==> config.mk <==
export PLATFORM = sky130hd
export DESIGN_NAME = pll_lock_sequencer
export DESIGN_NICKNAME = d
export VERILOG_FILES = /design/src/rtl/pll_lock_sequencer.sv
export SDC_FILE = /design/constraint.sdc
export NUM_CORES = 1
export LEC_CHECK = 0
export CORE_UTILIZATION = 50
export DETAILED_ROUTE_END_ITERATION = 10
export GPL_ROUTABILITY_DRIVEN = 0
export PLACE_DENSITY = 0.82
export SLEW_MARGIN = 20
export SYNTH_ARGS = -nofsm -noshare
export SYNTH_HDL_FRONTEND = slang
export SYNTH_SLANG_ARGS = --single-unit
==> constraint.sdc <==
create_clock -name clk_in1 -period 2.4 [get_ports clk_in1]
set_clock_uncertainty 0.2 [all_clocks]
set_input_delay 0.36 -clock clk_in1 [delete_from_list [all_inputs] [get_ports clk_in1]]
set_output_delay 0.36 -clock clk_in1 [all_outputs]
set_load 0.02 [all_outputs]
==> src/rtl/pll_lock_sequencer.sv <==
// PLL lock sequencer: drives the PLL reset, qualifies the asynchronous locked
// signal and releases the downstream system reset only after lock is stable.
module pll_lock_sequencer #(
   parameter int  RST_CYCLES    = 16,
   parameter int  LOCK_TIMEOUT  = 4096,
   parameter int  STABLE_CYCLES = 256,
   parameter int  MAX_RETRIES   = 3,
   parameter int  LOSS_W        = 8,
   localparam int RW            = (MAX_RETRIES > 0) ? $clog2(MAX_RETRIES + 1) : 1
) (
   input  logic              clk_in1,
   input  logic              reset_n,
   input  logic              locked,
   input  logic              clear_fault,
   output logic              pll_reset,
   output logic              sys_reset_n,
   output logic              ready,
   output logic              fault,
   output logic [2:0]        state,
   output logic [RW-1:0]     retry_cnt,
   output logic [LOSS_W-1:0] loss_cnt
);

   localparam int TMAX_A = (RST_CYCLES > LOCK_TIMEOUT) ? RST_CYCLES : LOCK_TIMEOUT;
   localparam int TMAX   = (TMAX_A > STABLE_CYCLES) ? TMAX_A : STABLE_CYCLES;
   localparam int TW     = (TMAX > 1) ? $clog2(TMAX) : 1;

   localparam logic [TW-1:0] RST_LAST     = TW'(RST_CYCLES - 1);
   localparam logic [TW-1:0] TIMEOUT_LAST = TW'(LOCK_TIMEOUT - 1);
   localparam logic [TW-1:0] STABLE_LAST  = TW'(STABLE_CYCLES - 1);
   localparam logic [RW-1:0] RETRY_LIMIT  = RW'(MAX_RETRIES);

   typedef enum logic [2:0] {
      RESET_PLL = 3'd0,
      WAIT_LOCK = 3'd1,
      STABLE    = 3'd2,
      RUN       = 3'd3,
      FAULT     = 3'd4
   } state_t;

   state_t            state_q, state_d;
   logic [TW-1:0]     timer_q, timer_d;
   logic [RW-1:0]     retry_q, retry_d;
   logic [LOSS_W-1:0] loss_q, loss_d;
   logic [1:0]        sync_q;
   logic              lock_s;
   logic              pll_reset_q, sys_reset_n_q, fault_q;

   assign lock_s = sync_q[1];

   // NOTE: every variable gets a default before the case so no path can leave
   // one unassigned, which would otherwise infer a latch.
   always_comb begin
      state_d = state_q;
      timer_d = timer_q + 1'b1;
      retry_d = retry_q;
      loss_d  = loss_q;
      unique case (state_q)
         RESET_PLL: begin
            if (timer_q == RST_LAST) begin
               state_d = WAIT_LOCK;
               timer_d = '0;
            end
         end
         WAIT_LOCK: begin
            // Lock arriving on the timeout cycle takes priority over the retry.
            if (lock_s) begin
               state_d = STABLE;
               timer_d = '0;
            end else if (timer_q == TIMEOUT_LAST) begin
               timer_d = '0;
               if (retry_q == RETRY_LIMIT) begin
                  state_d = FAULT;
               end else begin
                  retry_d = retry_q + 1'b1;
                  state_d = RESET_PLL;
               end
            end
         end
         STABLE: begin
            if (!lock_s) begin
               state_d = WAIT_LOCK;
               timer_d = '0;
            end else if (timer_q == STABLE_LAST) begin
               state_d = RUN;
               timer_d = '0;
               retry_d = '0;
            end
         end
         RUN: begin
            timer_d = '0;
            if (!lock_s) begin
               state_d = RESET_PLL;
               if (loss_q != '1) loss_d = loss_q + 1'b1;
            end
         end
         FAULT: begin
            timer_d = '0;
            if (clear_fault) begin
               state_d = RESET_PLL;
               retry_d = '0;
            end
         end
         default: begin
            state_d = RESET_PLL;
            timer_d = '0;
         end
      endcase
   end

   // NOTE: sequential state uses non-blocking assignments so every flop
   // samples its pre-edge inputs regardless of statement order.
   always_ff @(posedge clk_in1 or negedge reset_n) begin
      if (!reset_n) begin
         sync_q        <= 2'b00;
         state_q       <= RESET_PLL;
         timer_q       <= '0;
         retry_q       <= '0;
         loss_q        <= '0;
         pll_reset_q   <= 1'b1;
         sys_reset_n_q <= 1'b0;
         fault_q       <= 1'b0;
      end else begin
         sync_q        <= {sync_q[0], locked};
         state_q       <= state_d;
         timer_q       <= timer_d;
         retry_q       <= retry_d;
         loss_q        <= loss_d;
         // Outputs are decoded from the next state so they switch with it.
         pll_reset_q   <= (state_d == RESET_PLL) || (state_d == FAULT);
         sys_reset_n_q <= (state_d == RUN);
         fault_q       <= (state_d == FAULT);
      end
   end

   assign pll_reset   = pll_reset_q;
   assign sys_reset_n = sys_reset_n_q;
   assign ready       = sys_reset_n_q;
   assign fault       = fault_q;
   assign state       = state_q;
   assign retry_cnt   = retry_q;
   assign loss_cnt    = loss_q;

endmodule
Yosys cells after proc, flatten, opt, wreduce, memory -nomap -nowiden --
Cells that the tools add are included.
Word-level totals: flip-flop bits (word level) 30, input port bits 4, output and inout port bits 17
Cells by class: add/subtract/negate cells 3, equal/unequal tests 17, multiplexer cells 22, bitwise gates (word level) 1, reduce and logical (&&, ||, !) cells 6
Operator list (number):
- 2-to-1 mux 12 bit | 5
- case mux 12 bit (3 select lines) | 1
- 2-to-1 mux 3 bit | 8
- case mux 3 bit (5 select lines) | 1
- adder 12 x 1 -> 12 bit (second input constant) | 1
- equality test 12 bit (second input constant) | 1
- equality test 12 x 4 -> 1 bit (second input constant) | 1
- equality test 12 x 8 -> 1 bit (second input constant) | 1
- 2-to-1 mux 2 bit | 6
- != test 2 bit (second input constant) | 6
- equality test 3 x 2 -> 1 bit (second input constant) | 3
- adder 8 x 1 -> 8 bit (second input constant) | 1
- != test 8 bit (second input constant) | 1
- AND reduction 7 bit | 1
- equality test 3 bit (second input constant) | 2
- zero test 3 bit | 2
- case mux 2 bit (3 select lines) | 1
- equality test 3 x 1 -> 1 bit (second input constant) | 1
- AND reduction 3 bit | 1
- nonzero test 3 bit | 1
- adder 2 x 1 -> 2 bit (second input constant) | 1
- equality test 2 bit (second input constant) | 1
- logical OR 1 bit | 1
- NOT 1 bit | 1

Longest topological paths before layout --
depth after elaboration 7, depth in mapped cells 7, mapped depth without buffers 5

Worst setup path after synthesis --
Ideal clock, no wire load.
kind register to register, start register state_q[0], in the netlist state[0], end register retry_q[0], in the netlist retry_cnt[0], library setup time 0.131 ns, data arrival time 1.887 ns, slack 0.182 ns, cell stages (with the launch flop) 6, path buffers 1, clock period less this slack 2.218 ns, path through dfrtp_1 buf_4 or4b_4 or4_4 a22oi_2 mux2i_1
Between the ends: longest elaborated chain between the ends 3, elaborated cells on any way between the ends 12, those cells by class eq/ne: 9; mux: 1; reduce/logical: 2
Ends and longest elaborated chain:
- start: declaration | line 41 | state_t state_q, state_d;
- start signal: assignment | line 125 | state_q <= state_d;
- equality test 3 x 2 -> 1 bit, or another cell as far along | line 58 | unique case (state_q)
- != test 2 bit (no line) / nonzero test 3 bit (equally long branches)
- AND reduction 7 bit (no line)
- end signal: assignment | line 127 | retry_q <= retry_d;
- end: declaration | line 43 | logic [RW-1:0] retry_q, retry_d;
Several ways; a longest one is shown, not always the timed one. A chain may end at the register's enable or synchronous reset.

Final worst setup path --
start register sync_q[1], end register retry_q[0], in the netlist retry_cnt[0]
Between the ends: longest elaborated chain between the ends 2, elaborated cells on any way between the ends 3, those cells by class eq/ne: 2; reduce/logical: 1
Ends and longest elaborated chain:
- start: declaration | line 45 | logic [1:0] sync_q;
- start signal: assignment | line 124 | sync_q <= {sync_q[0], locked};
- != test 2 bit (no line)
- AND reduction 7 bit (no line) *
Every way passes the cells marked *; elsewhere a longest branch is shown, timed or not.

==> impl_metrics.json <==
{
  "hold_violations": 0,
  "antenna_found_initial": 0,
  "core.rowCount": 19,
  "pwr_density_cell_nw_per_um2": 834,
  "setup-tns-final_ps": 0,
  "violations": "design-rule violations",
  "setup_ws_ps": 184,
  "synth.largest_area_cell": "dfrtp_1",
  "core_um2": 2810,
  "root_buffer": "clkbuf_4",
  "die_area_um2": 3210,
  "die_h_um": 56.7,
  "status": "finished, violations left",
  "vias_per_cell": 5.94,
  "n_antenna_cell": 0,
  "n_fill_cell": 245,
  "switching_share_pct": 34.6,
  "grt_pass1_vias": 1053,
  "min_period_over_period_pct": 92.3,
  "synthArstFlopShare_pct": 100,
  "rsz0062_at_grt": "false",
  "start_util_pct": 53.3,
  "ys_ff_latch": 30,
  "area_growth_pct": 19.9,
  "endpoint_kind": "flop",
  "drive_above_1_share_pct": 12.3,
  "syn_nets": 144,
  "ioPinCount": 21,
  "yosysMostFrequentCell": "dfrtp_1",
  "nets": 169,
  "slew_headroom_pct": 66.1,
  "finalCriticalPeriod_ps": 2220,
  "synth.area.top_cells": "dfrtp_1 (49%), xnor2_1 (4.7%), nand4_1 (4.2%), xor2_1 (4.1%), nor2_1 (3.5%)",
  "peakVddDrop_mv": 0.456,
  "p_sw_uw": 517,
  "route.vias.total": 1153,
  "ys.flop_type": "dfrtp_1",
  "cts-htree-levels": 2,
  "synth_top_area_share_pct": 48.6,
  "required_ps": 2410,
  "setup_viol": 0,
  "dpl_worst_slack_ps": 196,
  "syn_avg_cell_area_um2": 10.9,
  "dr.pass1.iters": 7,
  "synth-seq-area-share_pct": 50.3,
  "criticalPathCategory": "reg2reg",
  "maxCapViolations": 0,
  "ys_types": 43,
  "port-buffer-count": 20,
  "post_cts_resized": 0,
  "wl_mm": 2.77,
  "cts.sinks": 30,
  "cts-hold-fix-buffers": 0,
  "grt_pass1_wl_mm": 4.74,
  "ant_nets": 0,
  "clock_power_share_pct": 20.7,
  "p_int_uw": 978,
  "dp_hpwl_mm": 2.03,
  "fin_util_pct": 63.9,
  "clock_latency_ps": 320,
  "pwr-share-comb_pct": 33.1,
  "cts_tree": "built",
  "hold_path.class": "reg2reg",
  "route.detailed.drc": 4,
  "post_drt_wl_per_cell_um": 14.3,
  "clk_pin_slew_ps": 90,
  "tritoncts.num_buffers": 5,
  "cp_max_fo": 7,
  "clockBufferDepth": 2,
  "finalMaxSlewViolations": 0,
  "power_leakage_nw": 0.798,
  "post_cts_buffers": 0,
  "synth_edf_count": 0,
  "power_frac_seq_pct": 46.2,
  "worst_pin_slew_ps": 504,
  "worst_setup_path_start_kind": "flop",
  "synth_area_um2": 1490,
  "ys_top_cells_by_count": "dfrtp_1 (29), nor2_1 (14), nand4_1 (10)",
  "syn_inst": 137,
  "grt_overflow_total": 0,
  "track_usage_pct": 19.6,
  "dieWidth_um": 56.7,
  "yosysWarningCount": 0,
  "fmax_mhz": 451,
  "drt_iter0_drc": 48,
  "worstPathArrival_ps": 2230,
  "grt_start_max_net_pins": 31
}
cell type report:
class	count	area [µm²]	share of cell area [%]
Tap cell	31	38.8	2.16
Clock inverter	1	5.00	0.279
Inverter	4	15.0	0.838
Sequential cell	30	752	42.0
Multi-Input combinational cell	97	696	38.8
Clock buffer	7	55.1	3.07
Timing Repair Buffer	24	230	12.8
routing by layer:
| layer | global-route usage [%] | wire length, µm | up-vias |
|---|---|---|---|
| met5 | 0 | 0 | - |
| met4 | 11.1 | 62 | 0 |
| met3 | 5.53 | 174 | 7 |
| met2 | 28.2 | 1250 | 41 |
| met1 | 26.6 | 1270 | 549 |
| li1 | - | - | 556 |
layout by cell type (no fill, tap or decap), types with 2 or more instances in the layout:
| master | n |
|---|---|
| a211oi_1 | 2 |
| a21oi_1 | 2 |
| a32o_1 | 3 |
| and3_1 | 4 |
| and4_1 | 4 |
| buf_4 | 4 |
| clkbuf_4 | 5 |
| clkdlybuf4s50_1 | 20 |
| dfrtp_1 | 29 |
| ha_1 | 3 |
| inv_1 | 4 |
| mux2_2 | 2 |
| nand2_1 | 4 |
| nand3_1 | 5 |
| nand3b_1 | 2 |
| nand4_1 | 10 |
| nand4b_1 | 2 |
| nor2_1 | 14 |
| nor4_1 | 2 |
| o21ai_0 | 2 |
| or4_1 | 2 |
| xnor2_1 | 8 |
| xor2_1 | 7 |
critical path, cell delays in order (launching register included):
cell     delay (ps)
dfrtp_1         460
or4b_4          590
or4_4           560
a22oi_2         190
mux2i_1         100
flip-flops by register name (all words and copies together), names as in the netlist:
register / flops
state: 3
retry_cnt: 2
sync_q: 2
ready: 1
fault: 1
timer_q: 12
pll_reset: 1
loss_cnt: 8
kinds of logic after synthesis:
logic type               after synthesis  share of synthesized area (%)
AND/OR/NAND/NOR                       58                           23.4
flip-flops                            30                           50.3
AO/OA/AOI/OAI                         18                           9.63
XOR/XNOR                              15                           8.79
buffers and inverters                 10                           3.10
multiplexers                           3                           2.18
adder cells (fa/ha/maj)                3                           2.51
power groups by stage:
stage / registers (mW) / logic, mW / clock network, mW
4_1_cts: 0.692 / 0.498 / 0.320
2_1_floorplan: 0.730 / 0.285 / 0
6_report: 0.691 / 0.495 / 0.309
3_3_place_gp: 0.691 / 0.477 / 0
3_5_place_dp: 0.702 / 0.497 / 0
5_1_grt: 0.712 / 0.542 / 0.342
metrics by stage:
stage               power, mW  hold slack [ps]  cell area (µm²)  std cells
floorplan                1.02             -136             1490        137
global placement         1.17              138             1730        186
detailed placement       1.20              140             1730        186
CTS                      1.51              162             1790        194
global route             1.60              165             1790        194
finish                   1.50              159             1790        194
worst paths after layout:
check | startpoint | to | slack (ps) | depth (start not counted)
max | sync_q[1] | retry_cnt[0] | 180 | 4
min | sync_q[0] | sync_q[1] | 160 | 0
max reg2reg | sync_q[1] | retry_cnt[0] | 180 | 4
min reg2reg | sync_q[0] | sync_q[1] | 160 | 0
max in group asynchronous | reset_n | pll_reset | 1490 | 2
min in group asynchronous | reset_n | timer_q[10] | 210 | 2
Note: power is estimated with default switching activity, not from simulation.
